<file path="config.mk">
export PLATFORM = sky130hd
export DESIGN_NAME = t_controlled_sync_counter
export DESIGN_NICKNAME = d
export VERILOG_FILES = /design/src/rtl/ctr_pkg.sv /design/src/rtl/t_flip_flop_r.sv /design/src/rtl/t_controlled_sync_counter.sv
export SDC_FILE = /design/constraint.sdc
export NUM_CORES = 1
export LEC_CHECK = 0
export ABC_AREA = 1
export BUFFER_PORTS_ARGS = -buffer_cell sky130_fd_sc_hd__buf_2
export CAP_MARGIN = 40
export CORE_MARGIN = 5
export CORE_UTILIZATION = 39
export CTS_BUF_LIST = sky130_fd_sc_hd__clkbuf_2
export CTS_CLUSTER_DIAMETER = 200
export DETAILED_ROUTE_END_ITERATION = 7
export GPL_TIMING_DRIVEN = 0
export SYNTH_ARGS = -nofsm -noshare
export SYNTH_HDL_FRONTEND = slang
export SYNTH_SLANG_ARGS = --single-unit
</file>
<file path="constraint.sdc">
create_clock -name clock -period 1.8 [get_ports clock]
set_input_delay 0.09 -clock clock [delete_from_list [all_inputs] [get_ports clock]]
set_output_delay 0.09 -clock clock [all_outputs]
set_load 0.02 [all_outputs]
</file>
<file path="src/rtl/ctr_pkg.sv">
// Shared counter definitions: direction encoding and effective-modulus helper.
// Pure constants and functions; no logic, no latency, no backpressure.
package ctr_pkg;

  localparam logic DIR_UP   = 1'b1;
  localparam logic DIR_DOWN = 1'b0;

  // MODULUS of 0 selects the full binary range of the counter.
  function automatic longint unsigned eff_modulus(input int width, input longint unsigned modulus);
    return (modulus == 0) ? (longint'(1) << width) : modulus;
  endfunction

endpackage

</file>
<file path="src/rtl/t_flip_flop_r.sv">
// Single T flip-flop, async active-low reset to 0; toggles on a rising edge when i_t=1.
// Latency one edge; no backpressure.
module t_flip_flop_r (
  input  logic clock,
  input  logic reset_n,
  input  logic i_t,
  output logic o_q
);

  logic r_q;

  always_ff @(posedge clock or negedge reset_n) begin
    if (!reset_n) begin
      r_q <= 1'b0;
    end else if (i_t) begin
      r_q <= ~r_q;
    end
  end

  assign o_q = r_q;

endmodule

</file>
<file path="src/rtl/t_controlled_sync_counter.sv">
// Modulo-M up/down counter with clear/load built from T flip-flops, plus terminal and wrap flags.
// Latency: controls act one edge after sampling; no backpressure (every edge is accepted).
module t_controlled_sync_counter
  import ctr_pkg::*;
#(
  parameter int              WIDTH   = 8,
  parameter longint unsigned MODULUS = 0
) (
  input  logic             clock,
  input  logic             reset_n,
  input  logic             clear,
  input  logic             load,
  input  logic [WIDTH-1:0] load_value,
  input  logic             enable,
  input  logic             up_down,
  output logic [WIDTH-1:0] count,
  output logic             terminal_count,
  output logic             wrap
);

  localparam longint unsigned M   = eff_modulus(WIDTH, MODULUS);
  localparam logic [WIDTH-1:0] MAX = WIDTH'(M - 1);
  localparam logic [WIDTH-1:0] ONE = WIDTH'(1);

  if (WIDTH < 2 || WIDTH > 32) begin : g_bad_width
    $error("t_controlled_sync_counter: WIDTH must be in 2..32");
  end
  if (MODULUS != 0 && (MODULUS < 2 || MODULUS > (longint'(1) << WIDTH))) begin : g_bad_modulus
    $error("t_controlled_sync_counter: MODULUS must be 0 or in 2..2**WIDTH");
  end

  logic [WIDTH-1:0] w_count;
  logic [WIDTH-1:0] w_next;
  logic [WIDTH-1:0] w_t;
  logic             w_terminal;
  logic             w_wrap_next;
  logic             r_wrap;

  always_comb begin
    w_next = w_count;
    if (clear) begin
      w_next = '0;
    end else if (load) begin
      w_next = (64'(load_value) >= M) ? MAX : load_value;
    end else if (enable) begin
      if (up_down == DIR_UP) begin
        w_next = (w_count == MAX) ? '0 : w_count + ONE;
      end else begin
        w_next = (w_count == '0) ? MAX : w_count - ONE;
      end
    end
  end

  assign w_terminal  = (up_down == DIR_UP)   ? (w_count == MAX)
                     : (up_down == DIR_DOWN) ? (w_count == '0)
                     : 1'b0;
  assign w_wrap_next = enable & ~clear & ~load & w_terminal;

  // Each bit toggles exactly when it must change to reach the next count.
  assign w_t = w_count ^ w_next;

  for (genvar i = 0; i < WIDTH; i++) begin : g_bit
    t_flip_flop_r u_tff (
      .clock   (clock),
      .reset_n (reset_n),
      .i_t     (w_t[i]),
      .o_q     (w_count[i])
    );
  end

  always_ff @(posedge clock or negedge reset_n) begin
    if (!reset_n) begin
      r_wrap <= 1'b0;
    end else begin
      r_wrap <= w_wrap_next;
    end
  end

  assign count          = w_count;
  assign terminal_count = w_terminal;
  assign wrap           = r_wrap;

endmodule

</file>
After elaboration in Yosys (flattened, before gate mapping)
Cells that the tools add are included.

Flip-flop bits (word level): 9. Bits in latches: 0. RAM bits: 0. ROM bits: 0. Bits of input ports: 14. Word-level logic and storage cells: 34. Memories kept: 0.

Add/subtract/negate cells: 2. Multiply operators: 0. Div/mod/pow operators: 0. Magnitude comparators: 0. Equality and inequality tests: 1. Shift operators: 0. Multiplexer cells: 7. Bitwise gates (word level): 14. Reduce and logical (&&, ||, !) cells: 1.

Operator list (count): $mux W8 (6); $not A1 Y1 (10); $add A8 B1 Y8 const B (1); $eq A8 B8 Y1 const B (1); $logic_not A8 Y1 (1); $sub A8 B1 Y8 const B (1); $xor A8 B8 Y8 (1); $and A1 B1 Y1 (3); $mux W1 (1).

Logic depth before layout (Yosys ltp)
Gate-level depths: netlist (run 1).

Depth in word-level cells: 7. Gate-level depth with buffers: 9. Gate-level depth less buffers: 9.

By module
Synthesis (run 1) repeated with hierarchy kept, for this count alone.

Cell total of the unflattened synthesis: 209. Area total of the unflattened synthesis: 1227.4 um2.

Modules (own cells, without submodules): t_controlled_sync_counter (instances 1, cells an instance 161, area each 877.1 um2, sequential area each 25.0 um2); t_flip_flop_r (instances 8, cells an instance 6, area each 43.8 um2, sequential area each 25.0 um2).

Worst setup path after synthesis (run 1)
OpenSTA, ideal clock, no wires.

Path type: reg-to-reg. Start: register g_bit[0].u_tff.r_q. End: register g_bit[4].u_tff.r_q. Setup time: 0.073 ns. Arrival: 1.280 ns. Required time: 1.727 ns. Path slack: 0.447 ns. Stages on the path, launching flop included: 8. Path buffers: 0. Path through: dfrtp_1 -> inv_1 -> ha_1 -> nand2_2 -> or2_0 -> nand3_1 -> nand3_1 -> a21oi_2.

Cells in the longest elaborated chain, start to end: 7. Elaborated cells on any way between the ends: 11.

RTL lines: start: declaration (RTL line t_flip_flop_r.sv:10) `logic r_q;`; start signal: assignment (RTL line t_flip_flop_r.sv:16) `r_q <= ~r_q;`; $sub A8 B1 Y8, or another cell as far along (RTL line t_controlled_sync_counter.sv:49) `w_next = (w_count == '0) ? MAX : w_count - ONE;`; $mux W8, on equally long branches (RTL line t_controlled_sync_counter.sv:49, t_controlled_sync_counter.sv:47); $mux W8 (*) (RTL line t_controlled_sync_counter.sv:46) `if (up_down == DIR_UP) begin`; $mux W8 (*) (RTL line t_controlled_sync_counter.sv:45) `end else if (enable) begin`; $mux W8 (*) (RTL line t_controlled_sync_counter.sv:43) `end else if (load) begin`; $mux W8 (*) (RTL line t_controlled_sync_counter.sv:41) `if (clear) begin`; $xor A8 B8 Y8 (*) (RTL line t_controlled_sync_counter.sv:60) `assign w_t = w_count ^ w_next;`; end signal: assignment (RTL line t_flip_flop_r.sv:16); end: declaration (RTL line t_flip_flop_r.sv:10).

Mark *: on every way between the ends. The rest lies on a longest branch, timed or not. A chain may end at the register's enable or synchronous reset.

Final worst setup path (run 1)
Start: register g_bit[0].u_tff.r_q. End: output port terminal_count.

Cells in the longest elaborated chain, start to end: 2. Elaborated cells on any way between the ends: 3.

RTL lines: $eq A8 B8 Y1 / $logic_not A8 Y1 (equally long branches) (RTL line t_controlled_sync_counter.sv:54, t_controlled_sync_counter.sv:55); $mux W1 (*) (RTL line t_controlled_sync_counter.sv:54) `assign w_terminal = (up_down == DIR_UP) ? (w_count == MAX)`; end: declaration (RTL line t_controlled_sync_counter.sv:17) `output logic terminal_count,`.

Marks and branches as above.

==> results of run 1 <==
routing by layer:
layer  GRT usage, %  up-vias  wire length, um
li1               -      528                -
met1           19.4      469             1080
met2           26.2       47             1330
met3           3.98        3              189
met4          0.909        0               10
met5              0        -                0
stage by stage:
step	instances	util [%]	instance area, sq um	worst slack [ns]	hold WS (ns)
final	205	48.9	1230	0.122	0.0977
after CTS	202	47.9	1210	0.0185	0.0886
after global routing	205	48.9	1230	0.000949	0.0980
after global placement	197	46.7	1180	0.241	-0.0486
after detailed placement	197	46.7	1180	0.190	-0.0408
after floorplan	147	-	1040	0.447	-0.206
path summary, 6_finish.rpt:
kind                                           end  depth (start not counted)  slack (ns)               start
worst max-delay path                terminal_count                          6        0.12  g_bit[0].u_tff.o_q
worst min-delay path                          wrap                          3         0.1              enable
worst max register to register  g_bit[5].u_tff.o_q                          8        0.30  g_bit[0].u_tff.o_q
worst min register to register  g_bit[0].u_tff.o_q                          3        0.65  g_bit[0].u_tff.o_q
max in group asynchronous       g_bit[1].u_tff.o_q                          2        1.38             reset_n
min in group asynchronous       g_bit[3].u_tff.o_q                          2        0.22             reset_n
state kept, by name, indices dropped and copies added (netlist names):
name,flops
wrap,1
g_bit.u_tff.o_q,8
synthesized netlist by cell type, types with 3 or more instances:
cell type and count:
clkbuf_8 3, nor2_2 4, nand2_2 6, nand4_1 3
nand3_2 3, a21oi_2 3, nand3_1 17, ha_1 3
buf_6 3, a21oi_1 15, buf_4 9, inv_1 15
nand2_1 27, o21ai_0 13, nor2_4 4, nor2_1 5
dfrtp_1 9
layout make-up:
| class | instances | area share [%] |
|---|---|---|
| buffer | 15 | 11.6 |
| timing repair buffer | 24 | 10.8 |
| inverter | 15 | 4.57 |
| multi-input combinational | 108 | 49.9 |
| clock buffer | 4 | 1.62 |
| tap | 30 | 3.05 |
| sequential | 9 | 18.5 |
cells in the final DEF, fill, tap and decap left out, types with 2 or more instances in the layout:
cell      synthesis  layout
nand2_2           6       6
nand3_1          17      17
ha_1              3       3
buf_4             9      12
dfrtp_1           9       7
nor2_1            5       5
nor2_4            4       4
a21oi_2           3       3
nor2_2            4       4
buf_6             3       3
o21ai_0          13      13
inv_1            15      14
nand4_1           3       3
xnor2_1           2       2
clkbuf_2          0       4
dfrtp_2           0       2
buf_2             0      20
a21oi_1          15      15
clkbuf_8          3       3
nand2_1          27      27
or2_0             2       2
nand3_2           3       3
cell families (layout without fill, tap and decap cells):
family | count (synthesis) | after routing | synth area share, %
flip-flops | 9 | 9 | 21.7
AND/OR/NAND/NOR | 72 | 72 | 37.9
adder cells (fa/ha/maj) | 3 | 3 | 3.61
XOR/XNOR | 2 | 2 | 1.69
buffers and inverters | 30 | 58 | 19.1
AO/OA/AOI/OAI | 31 | 31 | 16.0
worst reg2reg max path: stages, from the launching register on:
cell and delay, ns:
dfrtp_2 0.43, ha_1 0.22, inv_1 0.07, nor2_2 0.16
nand4_1 0.17, nand2_1 0.09, inv_1 0.08, nand3_1 0.10
a21oi_1 0.07
repair_timing:
action	4_1_cts	5_1_grt
setup endpoints to repair	1	1
hold buffers	1	0
hold endpoints to repair	9	0
resized for setup	1	2
pin swaps	0	1
buffers inserted	0	3
report_power, final:
group / switching (mW) / internal [mW] / leakage, nW
Sequential: 0.0183 / 0.217 / 0.114
Clock: 0.0760 / 0.0590 / 0.0166
Combinational: 0.176 / 0.132 / 0.487
==> reports/results.ini, run 1 <==
[run_status]
status=finished, final reports clean

[sta]
period_share_pct=93.2
worst_slew_pin_slew_ns=0.294
skew_ns=0.00735
fin_setup_tns_ns=0
slew_headroom_pct=80.4
finalHoldViolations=0
maxSlewViolCount=0
fmax_mhz=596
rsz0062_at_grt=false
layout_min_cycle_time_ns=1.68
setup_viol=0

[power_and_ir_drop]
irDropWorstVdd_v=0.000389
leakagePower_nw=0.618
power_density_mw_per_mm2=550
finalPower_mw=0.678

[cts]
h-tree-depth=1
cts_buffers=3
cts_tree=built
path_clk_slew_ns=0.10
cts_root_buffer=clkbuf_2
clk_latency_ns=0.26
cts_num_sinks=9
clock_path_buffers=2

[synthesis]
ys_seq_area_share_pct=21.7
synth.avg_cell_area_sq_um=7.07
synth_top_cell_by_area=dfrtp_1
synth_area_sq_mm=0.00104
synth_area_leaders=dfrtp_1, nand2_1, nand3_1
synth_top_cell_area_share_pct=21.7
synthCells=147
yosys_warnings=0
synth_fp_nets=164
synth_cell_types=20
async_flop_share_pct=100
synth_seq_cells=9
synth_flop_cell=dfrtp_1
synth-edff-count=0

[setup_path]
worst-path-max-fanout=6
slowest_stage=dfrtp_2
cp_num_buf_inv=2
path_class=reg2out
critPathLaunchType=register
crit_path_max_incr_delay_ns=0.43
end_kind=primary output
cpLargestDelayFamily=simple AND/OR/NAND/NOR gates
crit_required_ns=1.71
path_cells=ha_1, inv_1, nor2_2, nand4_1, nand2_1, buf_2
arrival_ns=1.59

[routing]
drt_pre_antenna_iters=5
drc=0
via_per_inst=5.11
drt_iter0_drc=21
drtAntennaViolNets=0
wire_per_inst_um=12.7
routed_wl_mm=2.61
dr_total_vias=1047

[global_routing]
grt_pass1_wl_mm=4.26
overflow=0
grt_usage_pct=15.0
grt_pass1_vias=957
antenna_found_initial=0
grt_max_degree=11

[placement]
dpl.hpwl_mm=2.09
gp_congestion=0.775
io_buffers=20

[layout]
final.fill_count=282
drive_gt1_share_pct=37.7
fin_nets=193
multi_input_area_sq_um=616
area_delta_synth_final_pct=18.5
antenna_cells=0
ff_latch_area_sq_um=228

[min_path]
hp-class=in2reg

[floorplan]
initial_core_util_pct=41.2
chipHeight_um=61.6
ios=24
rows=18
die_area_sq_mm=0.00380
coreArea_sq_mm=0.00252
die_w_um=61.6

[job]
maxCapViolations=0

Power figures use the tool's default switching activity.
==> inputs of run 2 (changes only) <==
- BUFFER_PORTS_ARGS: -buffer_cell sky130_fd_sc_hd__buf_2 -> -buffer_cell sky130_fd_sc_hd__buf_4
- MAX_ROUTING_LAYER: default -> met4
==> reports/results.ini, run 2 (same netlist as run 1, synthesis figures left out) <==
[sta]
worst_slew_pin_slew_ns=0.291
finalHoldViolations=0
slew_headroom_pct=80.6
fmax_mhz=602
layout_min_cycle_time_ns=1.66
period_share_pct=92.2
fin_setup_tns_ns=0
skew_ns=0.00421
setup_viol=0
rsz0062_at_grt=false
maxSlewViolCount=0

[layout]
antenna_cells=0
design_area_sq_mm=0.00126
layout_common_cells=buf_4, nand2_1, nand3_1
drive_gt1_share_pct=36.6
ff_latch_area_sq_um=228
multi_input_area_sq_um=616
final.fill_count=275
fin_nets=190
largest_reg_flops=8
layout.cells.most_common=buf_4
area_delta_synth_final_pct=21.2

[global_routing]
overflow=0
grt_usage_pct=15.4
antenna_found_initial=0
grt_pass1_vias=995
grt_pass1_wl_mm=4.31
grt_max_degree=11

[cts]
cts_buffers=3
cts_root_buffer=clkbuf_2
path_clk_slew_ns=0.10
cts_tree=built
clock_path_buffers=2
h-tree-depth=1
cts_num_sinks=9
clk_latency_ns=0.25

[floorplan]
die_w_um=61.6
die_area_sq_mm=0.00380
rows=18
chipHeight_um=61.6
ios=24
coreArea_sq_mm=0.00252
initial_core_util_pct=41.2

[placement]
gp_congestion=0.815
placed_cell_area_sq_mm=0.00123
dpl.hpwl_mm=2.02
io_buffers=20

[setup_path]
end_kind=primary output
slowest_stage=dfrtp_2
worst-path-max-fanout=7
cpLargestDelayFamily=flip-flops
path_cells=ha_1, inv_1, nor2_2, nand4_1, nand2_1, buf_4
arrival_ns=1.57
crit_path_max_incr_delay_ns=0.46
crit_required_ns=1.71
cp_num_buf_inv=2
path_class=reg2out
critPathLaunchType=register

[routing]
drc=0
dr_total_vias=1014
drtAntennaViolNets=0
drt_pre_antenna_iters=4
via_per_inst=5.02
wire_per_inst_um=12.7
drt_iter0_drc=25
routed_wl_mm=2.57

[power_and_ir_drop]
p_clk_share_pct=19.5
power_density_mw_per_mm2=542
combPwrFrac_pct=45.8
irDropWorstVdd_v=0.000445
p_sw_mw=0.267
leakagePower_nw=0.614
swShare_pct=39.1
power_frac_seq_pct=34.7
p_int_mw=0.416

[run_status]
status=finished, final reports clean

[min_path]
hp-class=in2reg

[job]
maxCapViolations=0

run 2: layout make-up:
class / instances / share of cell area, %
Multi-Input combinational cell: 108 / 48.9
Sequential cell: 9 / 18.1
Timing Repair Buffer: 21 / 12.7
Buffer: 15 / 11.3
Inverter: 15 / 4.47
Tap cell: 30 / 2.98
Clock buffer: 4 / 1.59
run 2: stage by stage:
step / power [mW] / utilization, % / setup slack, ns / hold WS [ns] / instances
floorplan: 0.467 / - / 0.447 / -0.206 / 147
global placement: 0.547 / 48.7 / 0.223 / -0.0781 / 197
detailed placement: 0.552 / 48.7 / 0.200 / -0.0770 / 197
CTS: 0.691 / 49.9 / 0.0409 / 0.0927 / 202
global route: 0.743 / 50.0 / 0.0160 / 0.0835 / 202
finish: 0.683 / 50.0 / 0.140 / 0.0962 / 202
run 2: layer usage:
metal  vias to the layer above  track usage (%)  share of wire, %
li1                        518                -                 -
met1                       461             18.0                43
met2                        35             27.5                52
met3                         0             3.98               5.7
met4                         0             1.21                 0
met5                         -                -                 0
run 2: worst register-to-register path, cell delays in order, from the launching register on:
cell,delay (ns)
dfrtp_2,0.46
ha_1,0.23
inv_1,0.06
nor2_2,0.16
nand4_1,0.16
nand2_1,0.09
inv_1,0.08
nand3_1,0.10
a21oi_1,0.07
run 2: worst paths after layout:
kind | cells past startpoint | startpoint | slack [ns] | to
max | 6 | g_bit[1].u_tff.o_q | 0.14 | terminal_count
min | 3 | enable | 0.1 | g_bit[1].u_tff.o_q
max reg2reg | 8 | g_bit[1].u_tff.o_q | 0.27 | g_bit[5].u_tff.o_q
min reg2reg | 3 | g_bit[0].u_tff.o_q | 0.65 | g_bit[0].u_tff.o_q
max in group asynchronous | 2 | reset_n | 1.45 | g_bit[0].u_tff.o_q
min in group asynchronous | 2 | reset_n | 0.20 | g_bit[1].u_tff.o_q
run 2: timing repair:
action	in CTS	in global routing
setup endpoints to repair	0	1
endpoints found under the hold margin	9	0
resized for setup	0	3
hold buffers	1	0
setup buffers	0	0
run 2: power groups by stage:
| stage | logic, mW | registers, mW | clock network [mW] |
|---|---|---|---|
| after floorplan | 0.233 | 0.234 | 0 |
| after global placement | 0.308 | 0.239 | 0 |
| after detailed placement | 0.312 | 0.240 | 0 |
| after CTS | 0.315 | 0.236 | 0.140 |
| after global routing | 0.349 | 0.240 | 0.154 |
| final | 0.313 | 0.237 | 0.133 |
==> inputs of run 3 (changes only) <==
- PLACE_DENSITY_LB_ADDON: default -> 0.08
==> reports/results.ini, run 3 (same netlist as run 1, synthesis figures left out) <==
[setup_path]
end_kind=primary output
slowest_stage=dfrtp_1
path_class=reg2out
cpLargestDelayFamily=flip-flops
worst-path-max-fanout=6
arrival_ns=1.58
path_cells=inv_2, ha_1, nand3_1, nor2_4, nand2_2, nand2_1, buf_4
critPathLaunchType=register
cp_num_buf_inv=2
r2r_cells=8
crit_required_ns=1.71
cp.depth=7
crit_path_max_incr_delay_ns=0.46

[sta]
slew_headroom_pct=81.8
worst_slew_pin_slew_ns=0.273
rsz0062_at_grt=false
maxSlewViolCount=0
fin_setup_tns_ns=0
setup_slack_ns=0.133
skew_ns=0.00590
period_share_pct=92.6
setup_viol=0
fmax_mhz=600
finalHoldViolations=0
layout_min_cycle_time_ns=1.67

[layout]
antenna_cells=0
layout.cells.most_common=buf_4
area_delta_synth_final_pct=21.1
layout_common_cells=buf_4, nand2_1, nand3_1
drive_gt1_share_pct=36.0
design_area_sq_mm=0.00126
fin_nets=190
largest_reg_flops=8

[routing]
drt_iter0_drc=17
wire_per_inst_um=13.0
drc=0
routed_wl_mm=2.62
drt_pre_antenna_iters=4
drtAntennaViolNets=0
via_per_inst=5.16
dr_total_vias=1042

[global_routing]
grt_pass1_vias=976
overflow=0
grt_util_met2_pct=25.0
grt_max_degree=11
antenna_found_initial=0
grt_usage_pct=15.7
grt_most_used_layer=met2
use_met3_pct=3.56
grt_pass1_wl_mm=4.30
met1_usage_pct=20.3

[floorplan]
rows=18
chipHeight_um=61.6
initial_core_util_pct=41.2
coreArea_sq_mm=0.00252
ios=24
die_w_um=61.6
die_area_sq_mm=0.00380

[placement]
io_buffers=20
placed_cell_area_sq_mm=0.00123
pre_cts_slack_ns=0.234
dpl.hpwl_mm=2.04
gp_congestion=0.806

[min_path]
hp-class=in2reg
min_path_cells=3

[cts]
clk_latency_ns=0.26
cts_num_sinks=9
cts_buffers=3
h-tree-depth=1
clock_path_buffers=2
postCtsSetupBuffers=0
path_clk_slew_ns=0.10
cts_tree=built
cts_root_buffer=clkbuf_2

[power_and_ir_drop]
power_density_mw_per_mm2=546
irDropWorstVdd_v=0.000446
leakagePower_nw=0.615

[run_status]
status=finished, final reports clean

[job]
maxCapViolations=0

## run 3: timing repair
item | in CTS | in global routing
hold endpoints to repair | 9 | 0
hold buffers | 1 | 0
gates resized for setup | 0 | 2
setup endpoints to repair | 0 | 1
## run 3: metal layers
layer	share of wire [%]	wire length, um
met1	45	1170
met2	50	1300
met3	4.5	117
met4	1.2	31
met5	0	0
## run 3: final cells by class
| class | instances | area, sq um |
|---|---|---|
| inverters | 15 | 56.3 |
| repair buffers | 21 | 160 |
| clock buffers | 4 | 20.0 |
| flip-flops and latches | 9 | 226 |
| plain buffers | 15 | 143 |
| well taps | 30 | 37.5 |
| multi-input cells | 108 | 616 |
| fillers | 269 | 1260 |
## run 3: report_power, final
group	internal [mW]	switching [mW]	total, mW
Sequential	0.217	0.0193	0.236
Combinational	0.140	0.174	0.314
Clock	0.0590	0.0780	0.137
## run 3: path summary, 6_finish.rpt
| path | startpoint | to | slack, ns |
|---|---|---|---|
| min reg2reg | g_bit[0].u_tff.o_q | g_bit[0].u_tff.o_q | 0.69 |
| max | g_bit[0].u_tff.o_q | terminal_count | 0.13 |
| max reg2reg | g_bit[0].u_tff.o_q | g_bit[5].u_tff.o_q | 0.29 |
| min in group asynchronous | reset_n | g_bit[3].u_tff.o_q | 0.19 |
| min | enable | g_bit[1].u_tff.o_q | 0.09 |
| max in group asynchronous | reset_n | g_bit[1].u_tff.o_q | 1.46 |
## run 3: worst min-delay path, stage by stage
cell     delay (ns)
buf_6          0.12
nand2_1        0.06
a21oi_1        0.05
## run 3: per-stage QoR
stage	cells	util (%)	hold slack, ns	power [mW]
floorplan	147	-	-0.206	0.467
global placement	197	48.7	-0.0790	0.548
detailed placement	197	48.7	-0.0736	0.555
CTS	202	49.9	0.0873	0.695
global route	202	49.9	0.0883	0.736
finish	202	49.9	0.0884	0.687
